`config.mk`:
```
export PLATFORM = sky130hd
export DESIGN_NAME = mem_access_ctrl
export DESIGN_NICKNAME = d
export VERILOG_FILES = /design/src/rtl/mem_ctrl_pkg.sv /design/src/rtl/rr_arb2.sv /design/src/rtl/mem_access_ctrl.sv
export SDC_FILE = /design/constraint.sdc
export NUM_CORES = 1
export LEC_CHECK = 0
export CORE_UTILIZATION = 40
export CTS_CLUSTER_DIAMETER = 150
export DETAILED_ROUTE_END_ITERATION = 7
export GPL_TIMING_DRIVEN = 0
export PLACE_DENSITY = 0.76
export RECOVER_POWER = 50
export SKIP_CTS_REPAIR_TIMING = 1
export SLEW_MARGIN = 40
export SYNTH_ARGS = -nofsm -noshare
export SYNTH_HDL_FRONTEND = slang
export SYNTH_SLANG_ARGS = --single-unit
```
`constraint.sdc`:
```
create_clock -name clk -period 3.4 [get_ports clk]
set_input_delay 0.68 -clock clk [delete_from_list [all_inputs] [get_ports clk]]
set_output_delay 0.68 -clock clk [all_outputs]
set_load 0.02 [all_outputs]
```
`src/rtl/mem_ctrl_pkg.sv`:
```
// Shared definitions for the memory access controller: widths, op codes, FSM states.
package mem_ctrl_pkg;

  localparam int unsigned MC_AW      = 8;
  localparam int unsigned MC_DW      = 24;
  localparam int unsigned MC_DEPTH   = 128;
  localparam int unsigned MC_MEM_LAT = 1;

  // Data-port operation encoding (also used by the CPU decode)
  typedef enum logic [1:0] {
    OP_READ  = 2'b00,
    OP_WRITE = 2'b01,
    OP_IND   = 2'b10,
    OP_RSVD  = 2'b11
  } d_op_e;

  // Controller sequencing states
  typedef enum logic [2:0] {
    S_IDLE      = 3'd0,
    S_ISSUE     = 3'd1,
    S_WAIT      = 3'd2,
    S_IND_ISSUE = 3'd3,
    S_IND_WAIT  = 3'd4,
    S_RESP      = 3'd5
  } state_e;

  // True for op codes that must be answered with an error response
  function automatic logic op_is_error(input logic [1:0] op);
    return d_op_e'(op) == OP_RSVD;
  endfunction

endpackage : mem_ctrl_pkg

```
`src/rtl/rr_arb2.sv`:
```
// Two-way round-robin arbiter; bit 0 = fetch, bit 1 = data.
module rr_arb2 (
  input  logic       clk,
  input  logic       reset,
  input  logic [1:0] req_i,
  input  logic       en_i,
  output logic [1:0] gnt_c_o
);

  // 1: the data requester (bit 1) was granted most recently
  logic last_q;
  logic last_d;

  // Grant the single requester, or on a tie the one not served last
  always_comb begin
    gnt_c_o = 2'b00;
    if (en_i) begin
      if (&req_i) begin
        gnt_c_o = last_q ? 2'b01 : 2'b10;
      end else begin
        gnt_c_o = req_i;
      end
    end
  end

  // Remember the winner only when a grant is actually issued
  always_comb begin
    last_d = last_q;
    if (|gnt_c_o) begin
      last_d = gnt_c_o[1];
    end
  end

  // Last-grant flop; resets to "data last" so fetch wins the first tie
  always_ff @(posedge clk or posedge reset) begin
    if (reset) begin
      last_q <= 1'b1;
    end else begin
      last_q <= last_d;
    end
  end

endmodule : rr_arb2

```
`src/rtl/mem_access_ctrl.sv`:
```
// Shares the single-port synchronous memory between the fetch and data units,
// sequences plain/indirect reads and writes, and returns read data with a pulse.
module mem_access_ctrl
  import mem_ctrl_pkg::*;
#(
  parameter int unsigned AW      = MC_AW,
  parameter int unsigned DW      = MC_DW,
  parameter int unsigned DEPTH   = MC_DEPTH,
  parameter int unsigned MEM_LAT = MC_MEM_LAT
) (
  input  logic          clk,
  input  logic          reset,
  input  logic          if_req,
  input  logic [AW-1:0] if_addr,
  output logic          if_gnt,
  output logic          if_rvalid,
  output logic [DW-1:0] if_rdata,
  input  logic          d_req,
  input  logic [1:0]    d_op,
  input  logic [AW-1:0] d_addr,
  input  logic [DW-1:0] d_wdata,
  output logic          d_gnt,
  output logic          d_rvalid,
  output logic [DW-1:0] d_rdata,
  output logic          d_err,
  output logic [AW-1:0] mem_MAR,
  output logic [DW-1:0] mem_data_in,
  output logic          mem_EN,
  output logic          mem_CS,
  input  logic [DW-1:0] mem_data_out,
  output logic          busy
);

  // Counter covers the MEM_LAT+1 cycles spent in IND_WAIT
  localparam int unsigned CNT_W = (MEM_LAT < 1) ? 1 : $clog2(MEM_LAT + 1);

  state_e        state_q, state_d;
  logic          owner_q, owner_d;      // 0: fetch transaction, 1: data transaction
  logic          ind_q, ind_d;          // current data transaction is indirect
  logic [AW-1:0] mar_q, mar_d;
  logic [DW-1:0] din_q, din_d;
  logic          en_q, en_d;
  logic          cs_q, cs_d;
  logic [CNT_W-1:0] cnt_q, cnt_d;
  logic [AW-1:0] ptr_q, ptr_d;
  logic          if_rvalid_q, if_rvalid_d;
  logic [DW-1:0] if_rdata_q, if_rdata_d;
  logic          d_rvalid_q, d_rvalid_d;
  logic [DW-1:0] d_rdata_q, d_rdata_d;
  logic          d_err_q, d_err_d;
  logic          busy_q;

  logic          arb_en;
  logic [1:0]    arb_gnt;

  // Address lies inside the implemented cells
  function automatic logic in_range(input logic [AW-1:0] a);
    return 32'(a) < DEPTH;
  endfunction

  // Arbitration only happens in IDLE and never while reset is held
  assign arb_en = (state_q == S_IDLE) && !reset;

  rr_arb2 u_arb (
    .clk     (clk),
    .reset   (reset),
    .req_i   ({d_req, if_req}),
    .en_i    (arb_en),
    .gnt_c_o (arb_gnt)
  );

  // Next-state, memory command and response generation
  always_comb begin
    state_d     = state_q;
    owner_d     = owner_q;
    ind_d       = ind_q;
    mar_d       = mar_q;
    din_d       = din_q;
    en_d        = 1'b0;
    cs_d        = 1'b0;
    cnt_d       = cnt_q;
    ptr_d       = ptr_q;
    if_rvalid_d = 1'b0;
    if_rdata_d  = if_rdata_q;
    d_rvalid_d  = 1'b0;
    d_rdata_d   = d_rdata_q;
    d_err_d     = 1'b0;

    case (state_q)
      S_IDLE: begin
        if (arb_gnt[0]) begin
          // Fetch has no error port; its address goes to memory unchecked
          owner_d = 1'b0;
          ind_d   = 1'b0;
          mar_d   = if_addr;
          en_d    = 1'b1;
          state_d = S_ISSUE;
        end else if (arb_gnt[1]) begin
          owner_d = 1'b1;
          ind_d   = (d_op_e'(d_op) == OP_IND);
          if (op_is_error(d_op) || !in_range(d_addr)) begin
            d_rvalid_d = 1'b1;
            d_err_d    = 1'b1;
            d_rdata_d  = '0;
            state_d    = S_RESP;
          end else begin
            mar_d   = d_addr;
            en_d    = 1'b1;
            cs_d    = (d_op_e'(d_op) == OP_WRITE);
            if (d_op_e'(d_op) == OP_WRITE) begin
              din_d = d_wdata;
            end
            state_d = S_ISSUE;
          end
        end
      end

      S_ISSUE: begin
        // Memory samples EN at the end of this cycle; a write is then done
        cnt_d   = '0;
        state_d = cs_q ? S_IDLE : S_WAIT;
      end

      S_WAIT: begin
        if (cnt_q == CNT_W'(MEM_LAT - 1)) begin
          if (ind_q) begin
            ptr_d   = mem_data_out[AW-1:0];
            state_d = S_IND_ISSUE;
          end else if (owner_q) begin
            d_rvalid_d = 1'b1;
            d_rdata_d  = mem_data_out;
            state_d    = S_RESP;
          end else begin
            if_rvalid_d = 1'b1;
            if_rdata_d  = mem_data_out;
            state_d     = S_RESP;
          end
        end else begin
          cnt_d = cnt_q + CNT_W'(1);
        end
      end

      S_IND_ISSUE: begin
        // Out-of-range pointer replaces the second access with an error
        cnt_d = '0;
        if (!in_range(ptr_q)) begin
          d_rvalid_d = 1'b1;
          d_err_d    = 1'b1;
          d_rdata_d  = '0;
          state_d    = S_RESP;
        end else begin
          mar_d   = ptr_q;
          en_d    = 1'b1;
          state_d = S_IND_WAIT;
        end
      end

      S_IND_WAIT: begin
        // Spans the EN cycle plus MEM_LAT cycles of memory latency
        if (cnt_q == CNT_W'(MEM_LAT)) begin
          d_rvalid_d = 1'b1;
          d_rdata_d  = mem_data_out;
          state_d    = S_RESP;
        end else begin
          cnt_d = cnt_q + CNT_W'(1);
        end
      end

      S_RESP: begin
        state_d = S_IDLE;
      end

      default: begin
        state_d = S_IDLE;
      end
    endcase
  end

  // State and output registers; async reset also kills a pending EN at once
  always_ff @(posedge clk or posedge reset) begin
    if (reset) begin
      state_q     <= S_IDLE;
      owner_q     <= 1'b0;
      ind_q       <= 1'b0;
      mar_q       <= '0;
      din_q       <= '0;
      en_q        <= 1'b0;
      cs_q        <= 1'b0;
      cnt_q       <= '0;
      ptr_q       <= '0;
      if_rvalid_q <= 1'b0;
      if_rdata_q  <= '0;
      d_rvalid_q  <= 1'b0;
      d_rdata_q   <= '0;
      d_err_q     <= 1'b0;
      busy_q      <= 1'b0;
    end else begin
      state_q     <= state_d;
      owner_q     <= owner_d;
      ind_q       <= ind_d;
      mar_q       <= mar_d;
      din_q       <= din_d;
      en_q        <= en_d;
      cs_q        <= cs_d;
      cnt_q       <= cnt_d;
      ptr_q       <= ptr_d;
      if_rvalid_q <= if_rvalid_d;
      if_rdata_q  <= if_rdata_d;
      d_rvalid_q  <= d_rvalid_d;
      d_rdata_q   <= d_rdata_d;
      d_err_q     <= d_err_d;
      busy_q      <= (state_d != S_IDLE);
    end
  end

  assign if_gnt      = arb_gnt[0];
  assign d_gnt       = arb_gnt[1];
  assign if_rvalid   = if_rvalid_q;
  assign if_rdata    = if_rdata_q;
  assign d_rvalid    = d_rvalid_q;
  assign d_rdata     = d_rdata_q;
  assign d_err       = d_err_q;
  assign mem_MAR     = mar_q;
  assign mem_data_in = din_q;
  assign mem_EN      = en_q;
  assign mem_CS      = cs_q;
  assign busy        = busy_q;

endmodule : mem_access_ctrl

```
======== Yosys cells after proc, flatten, opt, wreduce, memory -nomap -nowiden ========
Index checks and enable logic that the tools add are counted.
word-level totals
  bits in registers ....................... 101
  output and inout port bits .............. 88
  memory bits (writable) .................. 0
  bits in latches ......................... 0
  logic and storage cells ................. 117
  input port bits ......................... 70
  memory bits (read-only) ................. 0
  memories ................................ 0
cells by class
  equal/unequal tests ..................... 18
  mux-type cells .......................... 56
  reductions and logical operators ........ 19
  divide/modulo/power cells ............... 0
  shift-type cells ........................ 0
  multipliers ............................. 0
  bitwise logic cells ..................... 5
  $lt $le $gt $ge ......................... 2
  add/sub/neg operators ................... 1
operators by type and width
  kind                  number
  $mux W24              8
  $pmux W24 S4          1
  $mux W8               4
  $mux W1               27
  $mux W3               6
  $lt A8 B8 Y1 const B  2
  $ne A2 B2 Y1 const B  8
  $pmux W8 S2           1
  $pmux W3 S5           1
  $reduce_and A9 Y1     1
  $mux W2               4
  $reduce_and A4 Y1     2
  $eq A3 B2 Y1 const B  2
  $ne A3 B3 Y1 const B  2
  $reduce_bool A3 Y1    2
  $not A1 Y1            5
  $reduce_and A5 Y1     1
  $eq A2 B2 Y1 const B  2
  $pmux W1 S2           2
  $pmux W1 S4           1
  $reduce_and A2 Y1     2
  $reduce_bool A2 Y1    2
  $reduce_bool A4 Y1    1
  $reduce_or A2 Y1      2
  11 further kinds      12

======== Depth between registers and ports, before layout ========
Gate-level depths: netlist (run 1).
  depth in word-level cells ............... 8
  depth in mapped cells ................... 6
  gate-level depth less buffers ........... 5

======== Modules after synthesis ========
Synthesis (run 1) repeated with hierarchy kept, for this count alone.
second synthesis, totals
  cells, all modules ...................... 293
  area, all modules ....................... 4061.4 µm²
by module, submodules not included
  module           cells each  area each (µm²)  instances  seq. area each (µm²)
  mem_access_ctrl  284         3995.1           1          2502.4
  rr_arb2          9           66.3             1          26.3

======== Worst setup path after synthesis (run 1) ========
Ideal clock, no wire load.
  kind .................................... input to output
  from .................................... input port if_req
  to ...................................... output port d_gnt
  required time ........................... 2.720 ns
  arrival ................................. 1.485 ns
  path buffers ............................ 1
  path slack .............................. 1.235 ns
  stages on the path ...................... 4
  cell sequence ........................... buf_2 > a21bo_2 > or2b_1 > inv_1
on the way
  longest elaborated chain between the ends .. 3
ends and longest elaborated chain
  item               RTL line               source
  from (decl)        mem_access_ctrl.sv:13  input logic if_req,
  $reduce_and A2 Y1  rr_arb2.sv:18          if (&req_i) begin
  $mux W2            rr_arb2.sv:18
  $mux W2            rr_arb2.sv:17          if (en_i) begin
  to (decl)          mem_access_ctrl.sv:22  output logic d_gnt,
Every way passes these cells.

======== Worst setup path after layout (run 1) ========
  from .................................... input port d_req
  to ...................................... output port d_gnt
on the way
  longest elaborated chain between the ends .. 3
ends and longest elaborated chain
  item               RTL line               source
  from (decl)        mem_access_ctrl.sv:18  input logic d_req,
  $reduce_and A2 Y1  rr_arb2.sv:18
  $mux W2 (*)        rr_arb2.sv:18
  $mux W2 (*)        rr_arb2.sv:17
Every way passes the cells marked *; elsewhere a longest branch is shown, timed or not.

==> results_dict.tcl, run 1 <==
set metrics [dict create \
    status "finished, violations left" \
    violations "capacitance limit, slew limit" \
    ys_types 46 \
    syn_inst 340 \
    htreeDepth 3 \
    period_needed_ns 3.17 \
    grt_pass1_wl_um 16500 \
    met2_usage 0.316 \
    overflow 0 \
    drt_iter0_drc 109 \
    cp_max_fo 5 \
    antenna_left 0 \
    synth.most_common_cell "dfrtp_1" \
    hpwl_um 7390 \
    crit_end "d_gnt" \
    clk_path_buf_depth 2 \
    grt_pass1_vias 3363 \
    io_pins 158 \
    clock_latency_ns 0.36 \
    r2r_cells 6 \
    rsz0062_at_grt "no" \
    worst_pin_slew_ns 2.27 \
    yosys-top-cells-area "dfrtp_1 (57%), mux2_2 (12%), mux2i_1 (6.9%), inv_1 (3.4%), mux2_4 (3.4%)" \
    core_area_sq_mm 0.0105 \
    drive_gt1_frac 0.178 \
    powerDensity_mw_per_mm2 906 \
    internal-power_mw 3.55 \
    hp-class "reg2reg" \
    utilization 0.604 \
    slew_viol_final 50 \
    slew-limit-headroom -0.520 \
    start_util 0.417 \
    rows 37 \
    finalClockSkew_ns 0.0162 \
    end_kind "output port" \
    gp_congestion 0.814 \
    grt_start_max_net_pins 53 \
    vias 3171 \
    pwr-share-clk 0.140 \
    rr_endpoint "mem_data_in[10]" \
    startpoint "d_req" \
    area_growth_pct 45.0 \
    die_area_sq_mm 0.0113 \
    drt_wl_total_um 10000 \
    yosys.area.top_type_share 0.574 \
    synth_top_cell_by_area "dfrtp_1" \
    timing.critical_path.arrival_ns 2.49 \
    drt_pass1_iterations 6 \
    finalWorstSetupSlack_ns 0.234 \
    sw_frac_of_total 0.380 \
    seq_area_sq_mm 0.00253 \
    ir_drop_uv 412 \
    grt_util_all_layers 0.187 \
    r2r-start "state_q[2]" \
    chipHeight_um 106 \
    yosys_warnings 0 \
    clk_pin_slew_worst_paths_ns 0.10 \
    critPathLaunchType "primary input" \
    seqPwrFrac 0.358 \
    netlist_area_sq_mm 0.00436 \
    finalHoldViolCount 0 \
    drc 0 \
    setup_violations 0 \
    reg2reg_slack_ns 0.93 \
    finalNetCount 581 \
    busiest_layer "met2" \
    p_switching_mw 2.18 \
    synthTopCellsByCount "dfrtp_1 (100), mux2_2 (45), inv_1 (40)" \
    synth-seq-cells 101 \
    detail_route.wl_per_cell_um 15.4 \
    synthArstFlopShare 1.00 \
    die_w_um 106 \
    pre_cts_ws_ns -0.108 \
    multi_input_area_sq_mm 0.00157 \
    ys_seq_area_frac 0.580 \
    leakage_nw 2.86 \
    diodes 0 \
    crit_type "in2out" \
    nFillCells 889 \
    portBuffers 156 \
    synth_edf_count 0 \
    clock_sinks 101 \
    cap_violations 1 \
    antenna_found_initial 0 \
    power_frac_comb 0.502 \
    use_met1 0.231 \
    grtUsageMet3 0.0564 \
    avgSynthCellArea_sq_um 12.8 \
    cts_tree "done" \
    ys.flop_type "dfrtp_1" \
    syn_nets 410 \
    maxClockFrequency_ghz 0.316 \
    clockRootBuffer "clkbuf_8" \
    via_per_inst 4.86 \
    fin_crit_sh 0.931 \
    cts_inserted_buffers 9 \
    crit_required_ns 2.72 \
]
## power by group through the flow
stage | clock [mW] | combinational [mW] | sequential (mW)
after detailed placement | 0 | 2.92 | 2.07
final | 0.802 | 2.88 | 2.05
after CTS | 0.836 | 2.94 | 2.06
after global routing | 0.893 | 3.07 | 2.12
after global placement | 0 | 2.87 | 2.04
after floorplan | 0 | 1.10 | 2.58
## area by class of cell
type	count	share of cell area
clock inverters	7	0.0144
flip-flops and latches	101	0.400
plain buffers	13	0.0137
multi-input cells	186	0.248
clock buffers	9	0.0196
repair buffers	160	0.254
inverters	40	0.0239
well taps	136	0.0269
## through the flow
| step | instances | area, sq um | TNS, ns | hold slack, ns | total power, mW |
|---|---|---|---|---|---|
| final | 652 | 6320 | 0 | 0.477 | 5.73 |
| after global routing | 652 | 6320 | 0 | 0.489 | 6.08 |
| after CTS | 649 | 6340 | -0.116 | 0.476 | 5.83 |
| after detailed placement | 633 | 6130 | -0.115 | 0.462 | 5.00 |
| after global placement | 632 | 6090 | -152.56 | 0.452 | 4.92 |
| after floorplan | 340 | 4360 | 0 | 0.444 | 3.69 |
## cell usage in the layout, fill, tap and decap left out, types with 2 or more instances in the layout
| master | n |
|---|---|
| mux2_4 | 10 |
| nand4b_1 | 2 |
| clkbuf_8 | 9 |
| mux2_2 | 45 |
| mux2i_1 | 30 |
| inv_6 | 2 |
| o32ai_1 | 7 |
| clkdlybuf4s50_1 | 141 |
| nor2_1 | 6 |
| buf_2 | 3 |
| dfrtp_1 | 100 |
| nand2b_1 | 9 |
| o21ai_0 | 11 |
| o22ai_1 | 2 |
| inv_1 | 39 |
| dlygate4sd3_1 | 14 |
| buf_6 | 4 |
| a21oi_1 | 5 |
| buf_4 | 3 |
| nand2_1 | 33 |
| nand4_1 | 2 |
| clkbuf_1 | 6 |
## logic make-up after synthesis
kind of cell / after synthesis / synth area share
flip-flops: 101 / 0.580
multiplexers: 86 / 0.222
AND/OR/NAND/NOR: 62 / 0.0749
buffers and inverters: 53 / 0.0557
AO/OA/AOI/OAI: 37 / 0.0651
adder cells (fa/ha/maj): 1 / 0.00230
## flip-flops by register name (all words and copies together), names as in the netlist, 3 cells and up
signal / cells
d_rdata: 24
if_rdata: 24
mem_data_in: 24
mem_MAR: 8
ptr_q: 8
state_q: 3
## worst min path at each step
stage | to | depth (start not counted) | startpoint | slack [ns]
2_1_floorplan | u_arb.last_q | 2 | u_arb.last_q | 0.44
3_3_place_gp | u_arb.last_q | 2 | u_arb.last_q | 0.45
3_5_place_dp | u_arb.last_q | 2 | u_arb.last_q | 0.46
4_1_cts | u_arb.last_q | 2 | u_arb.last_q | 0.48
5_1_grt | u_arb.last_q | 2 | u_arb.last_q | 0.49
6_report | u_arb.last_q | 2 | u_arb.last_q | 0.48
## worst max-delay path: stages
cell and delay (ns):
clkdlybuf4s50_1 0.54, a21bo_2 0.26, or2b_1 0.30, inv_1 0.10, clkdlybuf4s50_1 0.60
## metal layers
layer / up-vias / share of wire
met4: 0 / 0.0063
met1: 1555 / 0.43
li1: 1510 / -
met3: 6 / 0.067
met2: 100 / 0.50
met5: - / 0
(Power assumes the default switching activity.)
==> inputs of run 2 (changes only) <==
--- a/config.mk
+++ b/config.mk
@@ -5,7 +5,7 @@
 export SDC_FILE = /design/constraint.sdc
 export NUM_CORES = 1
 export LEC_CHECK = 0
-export CORE_UTILIZATION = 40
+export CORE_UTILIZATION = 39
 export CTS_CLUSTER_DIAMETER = 150
 export DETAILED_ROUTE_END_ITERATION = 7
 export GPL_TIMING_DRIVEN = 0
@@ -15,4 +15,5 @@
 export SLEW_MARGIN = 40
 export SYNTH_ARGS = -nofsm -noshare
 export SYNTH_HDL_FRONTEND = slang
+export SYNTH_HIERARCHICAL = 1
 export SYNTH_SLANG_ARGS = --single-unit
==> run 2 against run 1 <==
- the flow still finishes with violations (capacitance limit, slew limit)
- setup slack worse by 0.11 ns
- non-clock buffer count is 1 lower
- sequential power is 4% lower
- critical path depth is 1 higher
- maximum frequency is 3.3% lower
- clock skew is 0.0071 ns lower
- synthesized cell count is 14% lower
- first-iteration DRC count is 13% lower
- area after synthesis is 6.9% lower
- worst hold slack better by 0.025 ns
- largest power group unchanged
- highest routed layer unchanged
==> results_dict.tcl, run 2 <==
set metrics [dict create \
    status "finished, violations left" \
    violations "capacitance limit, slew limit" \
    yosys-top-cells-area "dfrtp_1 (62%), mux2_2 (16%), a22o_1 (5.4%), mux2i_1 (1.7%), o21ai_0 (1.7%)" \
    fin_cells 600 \
    antenna_left 0 \
    r2r_cells 10 \
    synthTopCellsByCount "dfrtp_1 (100), mux2_2 (56), a22o_1 (25)" \
    htreeDepth 3 \
    crit_required_ns 2.72 \
    finalWorstSetupSlack_ns 0.124 \
    slew-limit-headroom -0.143 \
    ys_types 44 \
    clk_pin_slew_worst_paths_ns 0.09 \
    cap_violations 1 \
    crit_chain "buf_2, or3_4, nor2_1, nand2_1, a21oi_1, clkdlybuf4s50_1" \
    clock_latency_ns 0.36 \
    nFillCells 836 \
    yosys_warnings 6 \
    drc 0 \
    worst_pin_slew_ns 1.71 \
    via_per_inst 4.99 \
    antenna_found_initial 0 \
    syn_inst 293 \
    synthArstFlopShare 1.00 \
    seq_area_sq_mm 0.00253 \
    crit_path_max_incr_delay_ns 0.69 \
    netlist_area_sq_mm 0.00406 \
    path_depth 6 \
    grt_util_all_layers 0.186 \
    slew_viol_final 41 \
    grt_start_max_net_pins 62 \
    clockRootBuffer "clkbuf_8" \
    clock_sinks 101 \
    hp-class "reg2reg" \
    powerDensity_mw_per_mm2 853 \
    cp_num_buf_inv 2 \
    cp_max_fo 10 \
    clk_path_buf_depth 2 \
    core_area_sq_mm 0.00995 \
    maxClockFrequency_ghz 0.305 \
    setup_violations 0 \
    synth_edf_count 0 \
    diodes 0 \
    finalClockSkew_ns 0.00912 \
    whs_path_depth 2 \
    crit_type "reg2out" \
    period_needed_ns 3.28 \
    fin_crit_sh 0.963 \
    leakage_nw 2.67 \
    cts_tree "done" \
    cts_inserted_buffers 9 \
    vias 2995 \
    timing.critical_path.arrival_ns 2.60 \
    overflow 0 \
    synth.most_common_cell "dfrtp_1" \
    cp_slowest_cell "clkdlybuf4s50_1" \
    utilization 0.601 \
    portBuffers 157 \
    rows 36 \
    die_area_sq_mm 0.0108 \
    end_kind "output port" \
    fin_area_sq_mm 0.00598 \
    dp.cells 584 \
    rsz0062_at_grt "no" \
    drive_gt1_frac 0.203 \
    hpwl_um 7010 \
    grt_pass1_vias 3133 \
    placed_area_sq_mm 0.00583 \
    pre_cts_ws_ns 0.0345 \
    drt_iter0_drc 95 \
    finalHoldViolCount 0 \
    drt_wl_total_um 9550 \
    synth-seq-cells 101 \
    ir_drop_uv 487 \
    io_pins 158 \
    syn_nets 363 \
    hold_ws_ns 0.501 \
    start_util 0.408 \
    cp_top_family "buffers and inverters" \
    avgSynthCellArea_sq_um 13.9 \
    drt_pass1_iterations 4 \
    final_common_cell "clkdlybuf4s50_1" \
    detail_route.wl_per_cell_um 15.9 \
    final_cell_mix "clkdlybuf4s50_1 (148), dfrtp_1 (100), mux2_2 (56)" \
    ys.flop_type "dfrtp_1" \
    area_growth_pct 47.4 \
    chipHeight_um 104 \
    finalNetCount 532 \
    critPathLaunchType "flop" \
    multi_input_area_sq_mm 0.00141 \
    yosys.area.top_type_share 0.616 \
    synth_top_cell_by_area "dfrtp_1" \
    grt_pass1_wl_um 15900 \
    ys_seq_area_frac 0.623 \
    gp_congestion 0.800 \
    die_w_um 104 \
]
[run 2: worst register-to-register path, cell delays in order, from the launching register on]
cell	delay, ns
dfrtp_1	0.42
buf_2	0.19
or3_4	0.41
nor2_1	0.18
nand2_1	0.13
a21oi_2	0.28
inv_1	0.12
nor3_1	0.42
o221ai_2	0.29
buf_6	0.22
a22o_1	0.18
[run 2: stage by stage]
step	TNS, ns	power (mW)
final	0	5.10
after global routing	0	5.39
after CTS	-0.0955	5.18
after detailed placement	0	4.45
after global placement	-138.80	4.39
after floorplan	0	3.28
[run 2: worst paths after layout]
kind	start	end	slack (ns)
worst max-delay path	state_q[1]	if_gnt	0.12
worst min-delay path	mem_MAR[5]	mem_MAR[5]	0.50
worst max register to register	state_q[1]	d_rdata[1]	0.45
worst min register to register	mem_MAR[5]	mem_MAR[5]	0.50
max in group asynchronous	reset	d_rdata[1]	0.58
min in group asynchronous	reset	u_arb/last_q	0.81
[run 2: cells by family after synthesis]
kind of cell	count (synthesis)	synth area share
simple gates	49	0.0672
fa+ha+maj	1	0.00246
flops	101	0.623
mux	63	0.173
buf+inv	23	0.0296
compound gates	56	0.106
[run 2: area by class of cell]
| cell class | instances | area share |
|---|---|---|
| flip-flops and latches | 101 | 0.423 |
| well taps | 133 | 0.0278 |
| repair buffers | 158 | 0.264 |
| inverters | 9 | 0.00585 |
| clock buffers | 9 | 0.0207 |
| multi-input cells | 169 | 0.236 |
| clock inverters | 7 | 0.0100 |
| plain buffers | 14 | 0.0130 |
[run 2: metal layers]
layer	part of all wire	routed length, um	vias to the layer above	global-route usage
met5	0	0	-	0
met1	0.43	4120	1494	0.237
li1	-	-	1394	-
met4	0.017	158	0	0.0714
met3	0.067	638	12	0.0508
met2	0.48	4630	95	0.300
[run 2: report_power, final]
group	leakage [nW]	internal (mW)	switching, mW
logic	1.29	1.24	1.19
clock network	0.0927	0.276	0.432
registers	1.30	1.69	0.278
total	2.67	3.21	1.90
